**config.mk**
```make
export PLATFORM = sky130hd
export DESIGN_NAME = uart_rx_ctrl
export DESIGN_NICKNAME = d
export VERILOG_FILES = /design/src/rtl/uart_rx_pkg.sv /design/src/rtl/uart_rx_sampler.sv /design/src/rtl/uart_rx_ctrl.sv
export SDC_FILE = /design/constraint.sdc
export NUM_CORES = 1
export LEC_CHECK = 0
export BUFFER_PORTS_ARGS = -buffer_cell sky130_fd_sc_hd__clkbuf_2
export CAP_MARGIN = 30
export CORE_ASPECT_RATIO = 1.1
export CORE_MARGIN = 2
export CORE_UTILIZATION = 40
export DETAILED_ROUTE_END_ITERATION = 8
export GPL_ROUTABILITY_DRIVEN = 0
export PLACE_DENSITY_LB_ADDON = 0.08
export SYNTH_ARGS = -nofsm -noshare
export SYNTH_HDL_FRONTEND = slang
export SYNTH_SLANG_ARGS = --single-unit
```
**constraint.sdc**
```tcl
create_clock -name clk -period 4.8 [get_ports clk]
set_input_delay 1.2 -clock clk [delete_from_list [all_inputs] [get_ports clk]]
set_output_delay 1.2 -clock clk [all_outputs]
set_load 0.01 [all_outputs]
```
**src/rtl/uart_rx_pkg.sv**
```systemverilog
// Shared types and constants for the UART receive controller.
package uart_rx_pkg;

    typedef enum logic [2:0] {
        IDLE   = 3'd0,
        START  = 3'd1,
        DATA   = 3'd2,
        PARITY = 3'd3,
        STOP   = 3'd4,
        BREAK  = 3'd5
    } state_e;

    typedef enum logic {
        PAR_EVEN = 1'b0,
        PAR_ODD  = 1'b1
    } par_typ_e;

    localparam int MIN_PRESCALE = 8;

    function automatic logic majority3(input logic a, input logic b, input logic c);
        return (a & b) | (a & c) | (b & c);
    endfunction

endpackage

```
**src/rtl/uart_rx_sampler.sv**
```systemverilog
// Per-bit edge counter and 3-tap majority vote around the bit centre.
// vote_o is the live majority during the commit cycle; sampled_bit_o holds it afterwards.
module uart_rx_sampler
    import uart_rx_pkg::*;
#(
    parameter int PRESCALE_W = 6
) (
    input  logic                  clk,
    input  logic                  rst,
    input  logic                  rx_i,
    input  logic                  clear_i,
    input  logic [PRESCALE_W-1:0] prescale_i,
    output logic [PRESCALE_W-1:0] edge_cnt_o,
    output logic                  sampled_bit_o,
    output logic                  sample_done_o,
    output logic                  vote_o
);

    logic [PRESCALE_W-1:0] edge_q, edge_d, half;
    logic                  tap0_q, tap1_q, bit_q;

    assign half          = prescale_i >> 1;
    assign sample_done_o = (edge_q == half + PRESCALE_W'(1));
    assign vote_o        = majority3(tap0_q, tap1_q, rx_i);
    assign edge_cnt_o    = edge_q;
    assign sampled_bit_o = bit_q;

    always_comb begin
        edge_d = edge_q + PRESCALE_W'(1);
        if (clear_i || (edge_q == prescale_i - PRESCALE_W'(1))) begin
            edge_d = '0;
        end
    end

    always_ff @(posedge clk) begin
        if (rst) begin
            edge_q <= '0;
            bit_q  <= 1'b1;
        end else begin
            edge_q <= edge_d;
            if (sample_done_o) begin
                bit_q <= vote_o;
            end
        end
        if (edge_q == half - PRESCALE_W'(1)) begin
            tap0_q <= rx_i;
        end
        if (edge_q == half) begin
            tap1_q <= rx_i;
        end
    end

endmodule

```
**src/rtl/uart_rx_ctrl.sv**
```systemverilog
// UART receive controller: FSM, deserialiser, parity/stop checks and pulse outputs.
// Define UART_RX_BREAK_DET_EN to add the break_det output and the BREAK state.
module uart_rx_ctrl
    import uart_rx_pkg::*;
#(
    parameter int DATA_W     = 8,
    parameter int PRESCALE_W = 6
) (
    input  logic                  clk,
    input  logic                  rst,
    input  logic                  RX_IN,
    input  logic [PRESCALE_W-1:0] Prescale,
    input  logic                  PAR_EN,
    input  logic                  PAR_TYP,
    input  logic                  STOP2,
    output logic [DATA_W-1:0]     rx_data,
    output logic                  data_valid,
    output logic                  par_error,
    output logic                  frame_error,
`ifdef UART_RX_BREAK_DET_EN
    output logic                  break_det,
`endif
    output logic                  busy
);

    localparam int CNT_W = (DATA_W > 1) ? $clog2(DATA_W) : 1;

    state_e                state_q, state_d;
    logic [PRESCALE_W-1:0] prescale_q, prescale_d;
    logic                  par_en_q, par_en_d, stop2_q, stop2_d;
    par_typ_e              par_typ_q, par_typ_d;
    logic [CNT_W-1:0]      bit_cnt_q, bit_cnt_d;
    logic [DATA_W-1:0]     shift_q, shift_d, rx_data_q, rx_data_d;
    logic                  par_err_q, par_err_d, stop_err_q, stop_err_d;
    logic                  stop_idx_q, stop_idx_d;
    logic                  dv_q, dv_d, pe_q, pe_d, fe_q, fe_d;
`ifdef UART_RX_BREAK_DET_EN
    logic                  brk_q, brk_d, par_bit_q, par_bit_d;
`endif

    logic [PRESCALE_W-1:0] edge_cnt;
    logic                  sampled_bit, sample_done, vote;
    logic                  clear_cnt, last_edge, stop_err_now, final_stop;

    uart_rx_sampler #(.PRESCALE_W(PRESCALE_W)) u_sampler (
        .clk          (clk),
        .rst          (rst),
        .rx_i         (RX_IN),
        .clear_i      (clear_cnt),
        .prescale_i   (prescale_q),
        .edge_cnt_o   (edge_cnt),
        .sampled_bit_o(sampled_bit),
        .sample_done_o(sample_done),
        .vote_o       (vote)
    );

    // Counter is held at 0 in IDLE and on any return to IDLE so each bit state starts at 0.
    assign clear_cnt    = (state_q == IDLE) || (state_d == IDLE);
    assign last_edge    = (edge_cnt == prescale_q - PRESCALE_W'(1));
    assign stop_err_now = stop_err_q | ~vote;
    assign final_stop   = ~stop2_q | stop_idx_q;

    always_comb begin
        state_d    = state_q;
        prescale_d = prescale_q;
        par_en_d   = par_en_q;
        par_typ_d  = par_typ_q;
        stop2_d    = stop2_q;
        bit_cnt_d  = bit_cnt_q;
        shift_d    = shift_q;
        rx_data_d  = rx_data_q;
        par_err_d  = par_err_q;
        stop_err_d = stop_err_q;
        stop_idx_d = stop_idx_q;
        dv_d       = 1'b0;
        pe_d       = 1'b0;
        fe_d       = 1'b0;
`ifdef UART_RX_BREAK_DET_EN
        brk_d      = 1'b0;
        par_bit_d  = par_bit_q;
`endif
        case (state_q)
            IDLE: begin
                if (!RX_IN) begin
                    state_d    = START;
                    // Out-of-range prescale is clamped so the sample window stays inside the bit.
                    prescale_d = (Prescale < PRESCALE_W'(MIN_PRESCALE)) ? PRESCALE_W'(MIN_PRESCALE) : Prescale;
                    par_en_d   = PAR_EN;
                    par_typ_d  = par_typ_e'(PAR_TYP);
                    stop2_d    = STOP2;
                    bit_cnt_d  = '0;
                    par_err_d  = 1'b0;
                    stop_err_d = 1'b0;
                    stop_idx_d = 1'b0;
                end
            end
            START: begin
                if (last_edge) begin
                    state_d = sampled_bit ? IDLE : DATA;
                end
            end
            DATA: begin
                if (sample_done) begin
                    shift_d = {vote, shift_q[DATA_W-1:1]};
                end
                if (last_edge) begin
                    if (bit_cnt_q == CNT_W'(DATA_W - 1)) begin
                        state_d = par_en_q ? PARITY : STOP;
                    end else begin
                        bit_cnt_d = bit_cnt_q + CNT_W'(1);
                    end
                end
            end
            PARITY: begin
                if (sample_done) begin
                    par_err_d = vote ^ (^shift_q) ^ (par_typ_q == PAR_ODD);
`ifdef UART_RX_BREAK_DET_EN
                    par_bit_d = vote;
`endif
                end
                if (last_edge) begin
                    state_d = STOP;
                end
            end
            STOP: begin
                if (sample_done) begin
                    if (final_stop) begin
`ifdef UART_RX_BREAK_DET_EN
                        if ((shift_q == '0) && !(par_en_q && par_bit_q) && stop_err_now) begin
                            state_d = BREAK;
                            brk_d   = 1'b1;
                        end else
`endif
                        begin
                            state_d = IDLE;
                            if (!par_err_q && !stop_err_now) begin
                                dv_d      = 1'b1;
                                rx_data_d = shift_q;
                            end else begin
                                pe_d = par_err_q;
                                fe_d = stop_err_now;
                            end
                        end
                    end else begin
                        stop_err_d = stop_err_now;
                    end
                end
                if (last_edge) begin
                    stop_idx_d = 1'b1;
                end
            end
`ifdef UART_RX_BREAK_DET_EN
            BREAK: begin
                if (RX_IN) begin
                    state_d = IDLE;
                end
            end
`endif
            default: state_d = IDLE;
        endcase
    end

    always_ff @(posedge clk) begin
        if (rst) begin
            state_q    <= IDLE;
            prescale_q <= PRESCALE_W'(MIN_PRESCALE);
            par_en_q   <= 1'b0;
            par_typ_q  <= PAR_EVEN;
            stop2_q    <= 1'b0;
            bit_cnt_q  <= '0;
            rx_data_q  <= '0;
            par_err_q  <= 1'b0;
            stop_err_q <= 1'b0;
            stop_idx_q <= 1'b0;
            dv_q       <= 1'b0;
            pe_q       <= 1'b0;
            fe_q       <= 1'b0;
`ifdef UART_RX_BREAK_DET_EN
            brk_q      <= 1'b0;
            par_bit_q  <= 1'b0;
`endif
        end else begin
            state_q    <= state_d;
            prescale_q <= prescale_d;
            par_en_q   <= par_en_d;
            par_typ_q  <= par_typ_d;
            stop2_q    <= stop2_d;
            bit_cnt_q  <= bit_cnt_d;
            rx_data_q  <= rx_data_d;
            par_err_q  <= par_err_d;
            stop_err_q <= stop_err_d;
            stop_idx_q <= stop_idx_d;
            dv_q       <= dv_d;
            pe_q       <= pe_d;
            fe_q       <= fe_d;
`ifdef UART_RX_BREAK_DET_EN
            brk_q      <= brk_d;
            par_bit_q  <= par_bit_d;
`endif
        end
        shift_q <= shift_d;
    end

    assign rx_data     = rx_data_q;
    assign data_valid  = dv_q;
    assign par_error   = pe_q;
    assign frame_error = fe_q;
    assign busy        = (state_q != IDLE);
`ifdef UART_RX_BREAK_DET_EN
    assign break_det   = brk_q;
`endif

endmodule

```
==> metrics.csv <==
metric;value;unit
outcome;finished, final reports clean;
share of synthesized area spent on multiplexers;0.0457;
antenna viol nets, final;0;
average instance area after synthesis;9.33;µm²
Place WS;1.63;ns
worst min-delay path category;register to register;
Reg2Reg Launch Point;prescale_q[2];
Die W;78.4;µm
top cell type by total area after synthesis;dfxtp_1;
number of nets produced by synthesis;280;
setup slack on the worst flop-to-flop path;2.10;ns
power density over cell area;290;nW/µm²
count of clock tree sinks;46;
Clk network pwr share;0.362;
clock-pin slew on the worst setup and hold paths;0.08;ns
number of buffer and inverter instances along the worst setup path;1;
floorplan die height;85.9;µm
deepest level of the CTS H-tree;2;
initial antenna violation count;0;
time the worst path needs with I/O delays and setup;2.83;ns
startpoint of the worst setup timing path;RX_IN;
number of primary I/O pins;24;
unrepaired setup endpoints after global routing;false;
number of maximum-capacitance violations;0;
logic depth of the worst setup path including buffers;7;
maximum clock rate;353;MHz
worst reg2reg path endpoint;u_sampler.edge_cnt_o[2];
Root Buffer;clkbuf_8;
category of the worst setup path capture point;register;
cell area reported after detailed placement;2560;µm²
global-route wire length before repair;8.29;mm
power dissipated by switching net loads;0.000183;W
detailed-route wire length per cell;14.1;µm
Yosys warnings;0;
Final nets;293;
normalized max-slew margin;0.425;
Compound-Gate Fraction of Synth Area;0.0914;
post-synthesis instance area;2440;µm²
ranking of synthesized cells by area;dfxtp_1, edfxtp_1, xor2_1;
synthesized-area fraction occupied by adder cells;0.0401;
leading cell types by count after synthesis;dfxtp_1, nand2_1, nor2_1;
delay of the slowest cell on the worst path;0.56;ns
worst-skew pair later-pin latency;0.29;ns
data arrival time of the critical path;3.00;ns
post-CTS setup buffer count;0;
Layout area overhead;9.45;%
GR Overflow Total;0;
met1 global-route usage;0.220;
total of fill cells in the finished design;591;
kind of start point of the critical path;input port;
cell class contributing the biggest share of worst-path delay;simple AND/OR/NAND/NOR gates;
total clock buffers created by CTS;5;
gr busiest metal;met2;
Reg power frac;0.535;
register cell area after layout;1020;µm²
met3 track demand over resource in global routing;0.0316;
detail-routed via count per cell;5.12;
met2 capacity usage during global routing;0.250;
area taken by multi-input logic gates;1290;µm²
clock tree from TritonCTS;built;
Fin Clk Skew;0.00609;ns
finished layout cell area;2670;µm²
total wirelength of the detailed-routed design;4.95;mm
setup violation total in the final timing report;0;
largest net degree at the start of global routing;26;
register bit total from synthesis;46;
count of hold-fix buffers inserted at cts;0;
aggregate negative setup slack;0;ns
total internal power;0.000590;W
final HPWL from detailed placement;3.63;mm
Max Slew Vio Count;0;
xor-xnor portion of the synthesized cell area;0.123;
buffers added on ports;23;
combinational power share;0.104;
most common flop cell mapped by yosys;dfxtp_1;
fraction of synthesized cell area taken by the top area cell type;0.296;
data required time of the critical path;4.97;ns
number of violations reported at the end of detailed-routing iteration 0;100;
worst path cell trace;clkbuf_2, maj3_1, nand2b_1, or3_1, nor4_4, mux2i_1, nor2_1;
global router's overall resource usage;0.159;
ratio of cells with drive above 1 in the final layout;0.149;
post-cts sizing count;0;
type of the worst setup path;input port to register;
portion of the post-synthesis area used by sequential elements;0.419;
Netlist cell types;53;
die area;6730;µm²
total DRC errors in the routed layout;0;
endpoint of the most critical setup path;rx_data[3];
Switching Fraction;0.237;
DR vias;1802;
CP max-delay cell;nor4_4;
post-synthesis cell count;261;
path depth of the worst reg2reg path;7;
drt pass-1 iters;4;
combinational family with the most area after synthesis;simple AND/OR/NAND/NOR gates;
peak supply drop;0.128;mV
site row count;29;
most used standard cell by instance count after synthesis;dfxtp_1;
Initial Util;0.417;
crit-path max FO;8;
fin crit share;0.590;
leakage power summed over all cells;1.02;nW
Slew @ Worst Pin;0.860;ns
simple-gate share of the synthesized area;0.230;
Hold Fails Final Rpt;0;
number of flops mapped to enable cells by yosys;10;
via count of the first global-routing pass;1649;
number of diodes added for antenna fixing;0;
Core ar.;5840;µm²
worst-case setup margin in the final layout;1.97;ns
Longest Clk Path Bufs;2;
fraction of synthesis flops using an asynchronous set or reset pin;0;
==> layout make-up <==
type	instances	area share
repair buffers	25	0.0488
flip-flops and latches	46	0.383
well taps	77	0.0361
clock inverters	1	0.0113
inverters	6	0.00845
multi-input cells	190	0.484
clock buffers	7	0.0286
==> cells in the final DEF, fill, tap and decap left out, types with 4 or more instances in the layout <==
cell,count
nor3b_1,4
xor2_1,16
nand3_1,10
xnor2_1,15
clkbuf_8,5
nor3_1,10
dfxtp_1,36
inv_1,6
a21oi_1,10
mux2i_1,10
ha_1,7
nor2_1,27
nor4b_1,4
clkbuf_2,23
nand2_1,27
edfxtp_1,10
nor2b_1,4
==> how the worst min path moves through the flow <==
stage,startpoint,depth (start not counted),endpoint
floorplan,par_err_q,1,data_valid
global placement,stop2_q,2,stop2_q
detailed placement,stop2_q,2,stop2_q
CTS,stop2_q,2,stop2_q
global route,stop2_q,2,stop2_q
finish,stop2_q,2,stop2_q
==> sequential cells by signal, indices dropped and copies added, names as in the netlist <==
| signal | count |
|---|---|
| rx_data | 8 |
| frame_error | 1 |
| stop_err_q | 1 |
| bit_cnt_q | 3 |
| u_sampler.edge_cnt_o | 6 |
| shift_q | 8 |
| u_sampler.sampled_bit_o | 1 |
| par_typ_q | 1 |
| stop2_q | 1 |
| prescale_q | 6 |
| par_en_q | 1 |
| state_q | 3 |
| u_sampler.tap1_q | 1 |
| u_sampler.tap0_q | 1 |
| data_valid | 1 |
| par_error | 1 |
| stop_idx_q | 1 |
| par_err_q | 1 |
==> cell families after synthesis <==
group           count (synthesis)
compound gates                 32
flops                          46
simple gates                  107
fa+ha+maj                       8
xor+xnor                       32
buf+inv                        25
mux                            11
==> power groups by stage <==
| stage | Clock [W] | Combinational (W) | Sequential, W |
|---|---|---|---|
| 5_1_grt | 0.000311 | 0.0000914 | 0.000416 |
| 3_5_place_dp | 0 | 0.0000811 | 0.000423 |
| 2_1_floorplan | 0 | 0.0000714 | 0.000413 |
| 4_1_cts | 0.000291 | 0.0000814 | 0.000414 |
| 3_3_place_gp | 0 | 0.0000808 | 0.000423 |
| 6_report | 0.000280 | 0.0000802 | 0.000414 |
==> worst register-to-register path: stages, from the launching register on <==
cell and delay [ns]:
dfxtp_1 0.59, inv_1 0.12, ha_1 0.30, xor2_1 0.16, or3_4 0.41, nor3_2 0.49, a311o_1 0.44, nor2_1 0.09
==> metrics by stage <==
stage / utilization / power, W / instances / hold WS [ns]
2_1_floorplan: - / 0.000484 / 261 / 0.426
5_1_grt: 0.456 / 0.000819 / 352 / 0.503
4_1_cts: 0.456 / 0.000787 / 352 / 0.473
6_report: 0.456 / 0.000774 / 352 / 0.466
3_5_place_dp: 0.438 / 0.000504 / 344 / 0.461
3_3_place_gp: 0.438 / 0.000504 / 344 / 0.450
==> per-layer routing <==
| metal | vias up | wire, µm |
|---|---|---|
| met1 | 846 | 2350 |
| met2 | 24 | 2390 |
| met3 | 7 | 137 |
| met5 | - | 0 |
| met4 | 0 | 72 |
| li1 | 925 | - |
Note: power is estimated with default switching activity, not from simulation.
